## src/rtl/dds_poly_seq.sv

```systemverilog
// Horner sequencer for piecewise-quadratic DDS: fetches A0/A1/A2 for a phase segment and
// evaluates ((A2*x)>>>F + A1)*x>>>F + A0 on one time-shared signed multiplier.
module dds_poly_seq #(
    parameter int unsigned DATA_WIDTH  = 32,
    parameter int unsigned ADDR_WIDTH  = 5,
    parameter int unsigned PHASE_WIDTH = 16
) (
    input  logic                   clk,
    input  logic                   rst_n,
    input  logic                   in_valid,
    output logic                   in_ready,
    input  logic [PHASE_WIDTH-1:0] in_phase,
    output logic                   rom_en,
    output logic [ADDR_WIDTH-1:0]  rom_addr,
    input  logic [DATA_WIDTH-1:0]  rom_a0,
    input  logic [DATA_WIDTH-1:0]  rom_a1,
    input  logic [DATA_WIDTH-1:0]  rom_a2,
    output logic                   out_valid,
    input  logic                   out_ready,
    output logic [DATA_WIDTH-1:0]  out_data,
    output logic                   busy
);

    localparam int unsigned F  = PHASE_WIDTH - ADDR_WIDTH;
    localparam int unsigned PW = DATA_WIDTH + F + 1;

    typedef enum logic [2:0] {
        StIdle, StFetch, StMul1, StAdd1, StMul2, StAdd2, StDone
    } state_e;

    state_e                 state_q, state_d;
    logic [ADDR_WIDTH-1:0]  seg_q;
    logic [F-1:0]           x_q;
    logic signed [PW-1:0]   prod_q;
    logic [DATA_WIDTH-1:0]  t_q;
    logic [DATA_WIDTH-1:0]  out_data_q;

    logic                   hs;
    logic signed [DATA_WIDTH-1:0] mul_a;
    logic signed [F:0]      mul_b;
    logic signed [PW-1:0]   mul_res;
    logic signed [PW-1:0]   prod_sh;
    logic [DATA_WIDTH-1:0]  add_b;
    logic [DATA_WIDTH-1:0]  sum;
    logic                   unused_prod;

    assign in_ready  = (state_q == StIdle) || ((state_q == StDone) && out_ready);
    assign hs        = in_valid && in_ready;
    assign out_valid = (state_q == StDone);
    assign busy      = (state_q != StIdle);
    assign rom_en    = (state_q == StFetch);
    assign rom_addr  = seg_q;
    assign out_data  = out_data_q;

    // The single multiplier: A2*x in MUL1, t*x in MUL2; x is an unsigned fraction.
    assign mul_a   = (state_q == StMul1) ? rom_a2 : t_q;
    assign mul_b   = {1'b0, x_q};
    assign mul_res = PW'(mul_a) * PW'(mul_b);

    // Arithmetic shift floors toward -inf; sums wrap modulo 2^DATA_WIDTH.
    assign prod_sh     = prod_q >>> F;
    assign add_b       = (state_q == StAdd1) ? rom_a1 : rom_a0;
    assign sum         = prod_sh[DATA_WIDTH-1:0] + add_b;
    assign unused_prod = ^prod_sh[PW-1:DATA_WIDTH];

    always_comb begin
        state_d = state_q;
        unique case (state_q)
            StIdle:  if (hs) state_d = StFetch;
            StFetch: state_d = StMul1;
            StMul1:  state_d = StAdd1;
            StAdd1:  state_d = StMul2;
            StMul2:  state_d = StAdd2;
            StAdd2:  state_d = StDone;
            StDone: begin
                if (out_ready) state_d = in_valid ? StFetch : StIdle;
            end
            default: state_d = StIdle;
        endcase
    end

    always_ff @(posedge clk or negedge rst_n) begin
        if (!rst_n) begin
            state_q    <= StIdle;
            seg_q      <= '0;
            x_q        <= '0;
            prod_q     <= '0;
            t_q        <= '0;
            out_data_q <= '0;
        end else begin
            state_q <= state_d;
            if (hs) begin
                seg_q <= in_phase[PHASE_WIDTH-1 -: ADDR_WIDTH];
                x_q   <= in_phase[F-1:0];
            end
            if (state_q == StMul1 || state_q == StMul2) prod_q <= mul_res;
            if (state_q == StAdd1) t_q <= sum;
            if (state_q == StAdd2) out_data_q <= sum;
        end
    end

endmodule

```

## config.mk

```make
export PLATFORM = sky130hd
export DESIGN_NAME = dds_poly_seq
export DESIGN_NICKNAME = d
export VERILOG_FILES = /design/src/rtl/dds_poly_seq.sv
export SDC_FILE = /design/constraint.sdc
export NUM_CORES = 1
export LEC_CHECK = 0
export CORE_UTILIZATION = 40
export CTS_CLUSTER_DIAMETER = 120
export DETAILED_ROUTE_END_ITERATION = 7
export PLACE_DENSITY_LB_ADDON = 0.12
export SYNTH_ARGS = -nofsm -noshare
export SYNTH_HDL_FRONTEND = slang
export SYNTH_SLANG_ARGS = --single-unit
```

## constraint.sdc

```tcl
create_clock -name clk -period 9.1 [get_ports clk]
set_clock_uncertainty 0.05 [all_clocks]
set_input_delay 1.82 -clock clk [delete_from_list [all_inputs] [get_ports clk]]
set_output_delay 1.82 -clock clk [all_outputs]
set_load 0.01 [all_outputs]
```

=== Yosys cells after proc, flatten, opt, wreduce, memory -nomap -nowiden ===
Index checks and enable logic that the tools add are counted.

* $add $sub $neg: 1
* $mul: 1
* Eq/ne operators: 8
* Muxes and demuxes: 6
* Reduce and logical (&&, ||, !) cells: 7

{| class="wikitable"
|+ Operators by type and width
! kind !! number
|-
| $mux W32 || 2
|-
| $mul A32 B12 Y43 || 1
|-
| $add A32 B32 Y32 || 1
|-
| $pmux W3 S7 || 1
|-
| $eq A3 B3 Y1 const B || 3
|-
| $eq A3 B2 Y1 const B || 2
|-
| $mux W3 || 2
|-
| $eq A3 B1 Y1 const B || 1
|-
| $logic_not A3 Y1 || 1
|-
| $reduce_bool A3 Y1 || 1
|-
| $logic_and A1 B1 Y1 || 2
|-
| $logic_or A1 B1 Y1 || 2
|-
| $ne A2 B1 Y1 const B || 1
|-
| $ne A2 B2 Y1 const B || 1
|-
| $reduce_and A2 Y1 || 1
|-
| $mux W1 || 1
|}

* Bits in registers: 126
* Input port bits: 116
* Output and inout bits: 41
* Logic and storage cells: 29

=== Logic depth before layout (Yosys ltp) ===
Gate-level depths: netlist of run 1.

* Word-level depth: 6
* Gate-level depth with buffers: 27
* Depth with buffers taken out: 23

=== Least setup slack after synthesis of run 1 ===
OpenSTA, ideal clock, no wires.

* Path type: input -> register
* Start point: input port rom_a2[12]
* End point: register prod_q[42]
* Setup time: 0.120 ns
* Data arrival time: 7.068 ns
* Required time: 8.930 ns
* Path slack: 1.862 ns
* Stages: 21
* Path buffers: 2
* Cell sequence: mux2_2 > clkbuf_1 > and2_1 > fa_1 > fa_1 > fa_1 > fa_1 > inv_1 > fa_1 > inv_1 > ha_1 > clkbuf_1 > and4_1 > nand3_1 > a2111o_1 > a21oi_1 > o2111ai_1 > a21oi_1 > o21ai_1 > a21o_1 > a41o_1

* Longest elaborated chain between the ends: 2

{| class="wikitable"
|+ RTL lines
! element !! RTL line !! source
|-
| start: declaration || 17 || <nowiki>input logic [DATA_WIDTH-1:0] rom_a2,</nowiki>
|-
| $mux W32 || 56 || <nowiki>assign mul_a = (state_q == StMul1) ? rom_a2 : t_q;</nowiki>
|-
| $mul A32 B12 Y43 || 58 || <nowiki>assign mul_res = PW'(mul_a) * PW'(mul_b);</nowiki>
|-
| end signal: assignment || 96 || <nowiki>if (state_q == StMul1 || state_q == StMul2) prod_q <= mul_res;</nowiki>
|-
| end: declaration || 34 || <nowiki>logic signed [PW-1:0] prod_q;</nowiki>
|}

No other way between the ends.
A chain may end at the register's enable or synchronous reset.

=== Worst setup path in the final report of run 1 ===
* Start point: input port rom_a2[16]
* End point: register prod_q[42]

Same word-level chain as after synthesis.

==> results of run 1 <==
sequential cells by signal (all words and copies together) (netlist names):
signal and flops:
x_q 11, rom_addr 5, state_q 3, prod_q 32, t_q 32, out_data 32
synthesized netlist by cell type, drive strengths merged (7+ instances only):
library cell    n
a21o           35
a21oi          55
a31oi           7
and2          120
clkbuf         98
dfrtp         115
fa            302
ha            118
inv           353
mux2           83
nand2         367
nand2b          8
nand3          19
nand4          11
nor2           22
nor3           10
o21a            7
o21ai         110
o21bai         11
xnor2          35
xor2           28
logic make-up (layout without fill, tap and decap cells):
kind of cell	after synthesis	after routing	synth area share, %
multiplexers	86	86	5.37
adder cells (fa/ha/maj)	420	420	41.7
AND/OR/NAND/NOR	595	595	15.3
other	0	1	0
flip-flops	115	115	16.0
buffers and inverters	456	554	9.50
XOR/XNOR	63	63	3.06
AO/OA/AOI/OAI	265	265	9.06
per-stage QoR:
| stage | cell area, µm² | cells |
|---|---|---|
| after floorplan | 18000 | 2000 |
| after global placement | 20000 | 2659 |
| after detailed placement | 20000 | 2659 |
| after CTS | 20700 | 2690 |
| after global routing | 20700 | 2690 |
| final | 20700 | 2691 |
per-layer routing:
layer,vias up,part of all wire [%],routed length [µm],global-route usage (%)
li1,6398,-,-,-
met1,6767,42,20800,27.9
met2,228,53,26400,42.2
met3,48,3.0,1490,2.71
met4,0,1.6,801,5.83
met5,-,0,0,0
worst register-to-register path: stages (launching register included):
cell and delay [ns]:
dfrtp_1 0.52, nor3b_4 0.24, buf_4 0.43, mux2_2 0.54
and2_1 0.22, fa_1 0.50, fa_1 0.57, fa_1 0.43
fa_1 0.49, inv_1 0.05, fa_1 0.48, inv_1 0.04
ha_1 0.39, and4_1 0.29, nand3_1 0.11, a2111o_1 0.35
a21oi_1 0.49, o2111ai_1 0.26, a21oi_1 0.22, o21ai_1 0.13
a21o_1 0.20, a41o_1 0.22
final cells by class:
class / instances / area, µm² / area share (%)
antenna: 1 / 2.50 / 0.0121
sequential: 115 / 2880 / 13.9
clock buffer: 22 / 464 / 2.25
timing repair buffer: 170 / 1660 / 8.05
inverter: 353 / 1330 / 6.41
multi-input combinational: 1429 / 13400 / 65.0
tap: 592 / 741 / 3.58
clock inverter: 9 / 154 / 0.745
path summary, 6_finish.rpt:
kind	depth (start not counted)	slack, ns	end	startpoint
hold reg to reg	2	0.42	t_q[16]	t_q[16]
setup / recovery	20	1.29	prod_q[42]	rom_a2[16]
hold / removal	2	0.42	t_q[16]	t_q[16]
min in group asynchronous	1	1.39	out_data[24]	rst_n
setup reg to reg	21	1.76	prod_q[42]	state_q[1]
max in group asynchronous	2	6.28	x_q[1]	rst_n
==> results.tsv, run 1 <==
metric	value	unit
outcome	finished clean	
synth_nets	2536	
fin_hold_ws	0.420	ns
finalHoldViolations	0	
synth.area.top_cells	fa_1 (34%), dfrtp_1 (16%), ha_1 (8.2%), nand2_1 (7.6%), inv_1 (7.4%)	
maxCapViolCount	0	
fin_tns_setup	0	ns
clk_latency	0.46	ns
wl	49400	µm
numPortBuffers	156	
dp_hpwl	39600	µm
drc	0	
root_buffer	clkbuf_16	
critPathKind	in -> reg	
syn_area	18000	µm²
seq_area_frac_synth	16.0	%
gp_congestion	0.858	
crit_path_cell_trace	clkdlybuf4s50_1 > mux2_2 > and2_1 > fa_1 > fa_1 > fa_1 > fa_1 > inv_1 > fa_1 > inv_1 > ha_1 > and4_1 > nand3_1 > a2111o_1 > a21oi_1 > o2111ai_1 > a21oi_1 > o21ai_1 > a21o_1 > a41o_1	
fmax	128	MHz
initial_core_util	40.7	%
grt_pass1_wl	81300	µm
final_max_slew_viol_count	0	
cts_setup_buffers	0	
fin_crit_sh	85.8	%
overflow	0	
critPathBufInv	3	
dr.pass1.iters	5	
die_h	214	µm
grt_max_degree	68	
clkSlewWorstSetupHoldPaths	0.05	ns
critPathTopFamily	adder cells	
tightest_slew	1.07	ns
setup_viol	0	
fp-row-count	77	
cp.required	9.39	ns
vias	13400	
wl_per_cell	18.4	µm
synth_warnings	0	
antenna_found_initial	1	
layout_common_cells	nand2_1 (366), inv_1 (353), fa_1 (302)	
die-area	45900	µm²
synth_top_area_share	33.5	%
syn_avg_cell_area	9.01	µm²
ys_types	63	
pre_cts_ws	0.830	ns
post-route-util	46.6	%
ys_async_sr_fraction	100	%
critPathLaunchType	primary input	
fin_nets	2622	
cts.path.max_buffers	2	
fin_crit	7.81	ns
crit_path_frequent_cell	fa_1	
drive_above_1_share	6.82	%
rsz0062_at_grt	false	
endpoint_kind	register	
first_iter_violations	619	
fp.coreArea	44300	µm²
cts_tree	done	
drt-vias-per-instance	4.99	
htree_levels	4	
cpPeakStageDelay	0.57	ns
cp.arrival	8.10	ns
setup_slack	1.29	ns
clock_sinks	115	
synthToLayoutAreaGrowth	14.7	%
cts_resized	0	
grt_pass1_vias	14700	
hold_class	reg -> reg	
postSynthCellCount	2000	
final_common_cell	nand2_1	
relSlewSlack	28.9	%
path_max_fanout	11	
cts_hold_buf	0	
crit_slowest_cell	fa_1	
io-pin-count	157	
synth_seq_cells	115	
synth_edf_count	0	
cts_buffers	17	
fill_cells	4340	
die_w	214	µm
ys.flop_type	dfrtp_1	
ant_nets	0	
yosysTopAreaCell	fa_1	
grt_use_total	22.8	%
Power of run 1 is not shown: default switching activity piles up to over one toggle a cycle in this logic, so the estimate is an artifact.
==> run 2: changes to the inputs <==
--- a/config.mk
+++ b/config.mk
@@ -5,10 +5,12 @@
 export SDC_FILE = /design/constraint.sdc
 export NUM_CORES = 1
 export LEC_CHECK = 0
+export CORE_MARGIN = 2
 export CORE_UTILIZATION = 40
 export CTS_CLUSTER_DIAMETER = 120
 export DETAILED_ROUTE_END_ITERATION = 7
 export PLACE_DENSITY_LB_ADDON = 0.12
+export SKIP_CTS_REPAIR_TIMING = 1
 export SYNTH_ARGS = -nofsm -noshare
 export SYNTH_HDL_FRONTEND = slang
 export SYNTH_SLANG_ARGS = --single-unit
==> results.tsv, run 2 (synthesized netlist as in run 1, its figures left out) <==
metric	value	unit	change
final_common_cell	nand2_1		
die_w	216	µm	+0.93%
drive_above_1_share	6.86	%	+0.044 points
wl	49300	µm	-0.16%
clock_sinks	115		unchanged
antenna_found_initial	0		-1
grt_use_total	22.5	%	-0.34 points
wl_per_cell	18.3	µm	-0.16%
die_h	216	µm	+0.93%
cp.required	9.37	ns	-0.02 ns
fin_nets	2622		unchanged
fin_tns_setup	0	ns	unchanged
fp.coreArea	44300	µm²	unchanged
grt_pass1_vias	14500		-1.4%
fin_crit	7.78	ns	-0.0279 ns
first_iter_violations	707		+14%
synthToLayoutAreaGrowth	14.5	%	
r2r-end	prod_q[39]		
fmax	129	MHz	+0.36%
dr.pass1.iters	5		unchanged
reg2regPathDepth	21		unchanged
htree_levels	4		unchanged
r2r_start	state_q[1]		
drt-vias-per-instance	5.02		+0.59%
cts_tree	done		
initial_core_util	40.7	%	unchanged
finalHoldViolations	0		unchanged
overflow	0		unchanged
dp_hpwl	39500	µm	-0.16%
fin_hold_ws	0.424	ns	+0.00434 ns
critPathKind	in -> reg		
outcome	finished clean		
critPathLaunchType	primary input		
clkSlewWorstSetupHoldPaths	0.06	ns	about the same
final_max_slew_viol_count	0		unchanged
maxCapViolCount	0		unchanged
cts_buffers	17		unchanged
layout_common_cells	nand2_1 (366), inv_1 (353), fa_1 (302)		
setup_viol	0		unchanged
cts.path.max_buffers	2		unchanged
io-pin-count	157		unchanged
relSlewSlack	27.9	%	-0.93 points
r2r_setup_slack	1.79	ns	+0.03 ns
fin_crit_sh	85.5	%	-0.31 points
hold_class	reg -> reg		
placed_area	20000	µm²	unchanged
rsz0062_at_grt	false		
grt_max_degree	68		unchanged
root_buffer	clkbuf_16		
endpoint_kind	register		
fp-row-count	77		unchanged
vias	13500		+0.59%
numPortBuffers	156		unchanged
startpoint	rom_a2[19]		
grt_pass1_wl	80700	µm	-0.77%
fin_area	20600	µm²	-0.13%
ant_nets	0		unchanged
hold_path_end	t_q[10]		
min_from	t_q[10]		
clk_latency	0.47	ns	about the same
tightest_slew	1.08	ns	+0.0139 ns
gp_congestion	0.856		-0.34%
cp.arrival	8.05	ns	-0.05 ns
path_max_fanout	11		unchanged
die-area	46800	µm²	+1.9%
antennaDiodeCount	0		-1
drc	0		unchanged
min_path_cells	2		unchanged
-- run 2: worst max path at each step --
stage                     slack [ns]  cells past startpoint          to
after floorplan                 1.86                     21  prod_q[42]
after global placement          0.94                     20  prod_q[39]
after detailed placement        0.85                     20  prod_q[42]
after CTS                       1.35                     20  prod_q[42]
after global routing            0.99                     21  prod_q[42]
final                           1.32                     21  prod_q[39]
-- run 2: area by class of cell --
| type | count | area [µm²] |
|---|---|---|
| clock buffers | 20 | 437 |
| well taps | 592 | 741 |
| fillers | 4332 | 23700 |
| flip-flops and latches | 115 | 2880 |
| multi-input cells | 1429 | 13400 |
| clock inverters | 12 | 158 |
| inverters | 353 | 1330 |
| repair buffers | 170 | 1660 |
-- run 2: metal layers --
metal / vias up / part of all wire (%) / GRT usage, %
met5: - / 0 / 0
met4: 0 / 2.8 / 7.49
met3: 75 / 2.8 / 3.06
met2: 233 / 52 / 40.1
met1: 6816 / 42 / 27.9
li1: 6396 / - / -
-- run 2: worst max-delay path, cell delays in order --
cell,delay (ns)
clkdlybuf4s50_1,0.50
mux2_2,0.31
nand2_1,0.11
fa_1,0.55
fa_1,0.51
inv_1,0.06
fa_1,0.49
fa_1,0.49
inv_1,0.05
fa_1,0.48
inv_1,0.04
ha_1,0.37
a21o_1,0.21
a31o_2,0.21
a221oi_1,0.63
nand4_1,0.21
o21ai_1,0.28
o21a_1,0.19
and2_1,0.19
mux2i_1,0.19
o311ai_0,0.14
-- run 2: stage by stage --
| step | setup WS, ns | instances | utilization (%) |
|---|---|---|---|
| finish | 1.32 | 2691 | 46.6 |
| global route | 0.991 | 2691 | 46.6 |
| CTS | 1.35 | 2691 | 46.6 |
| detailed placement | 0.851 | 2659 | 45.2 |
| global placement | 0.941 | 2659 | 45.2 |
| floorplan | 1.86 | 2000 | - |
Power of run 2 is left out for the same reason.
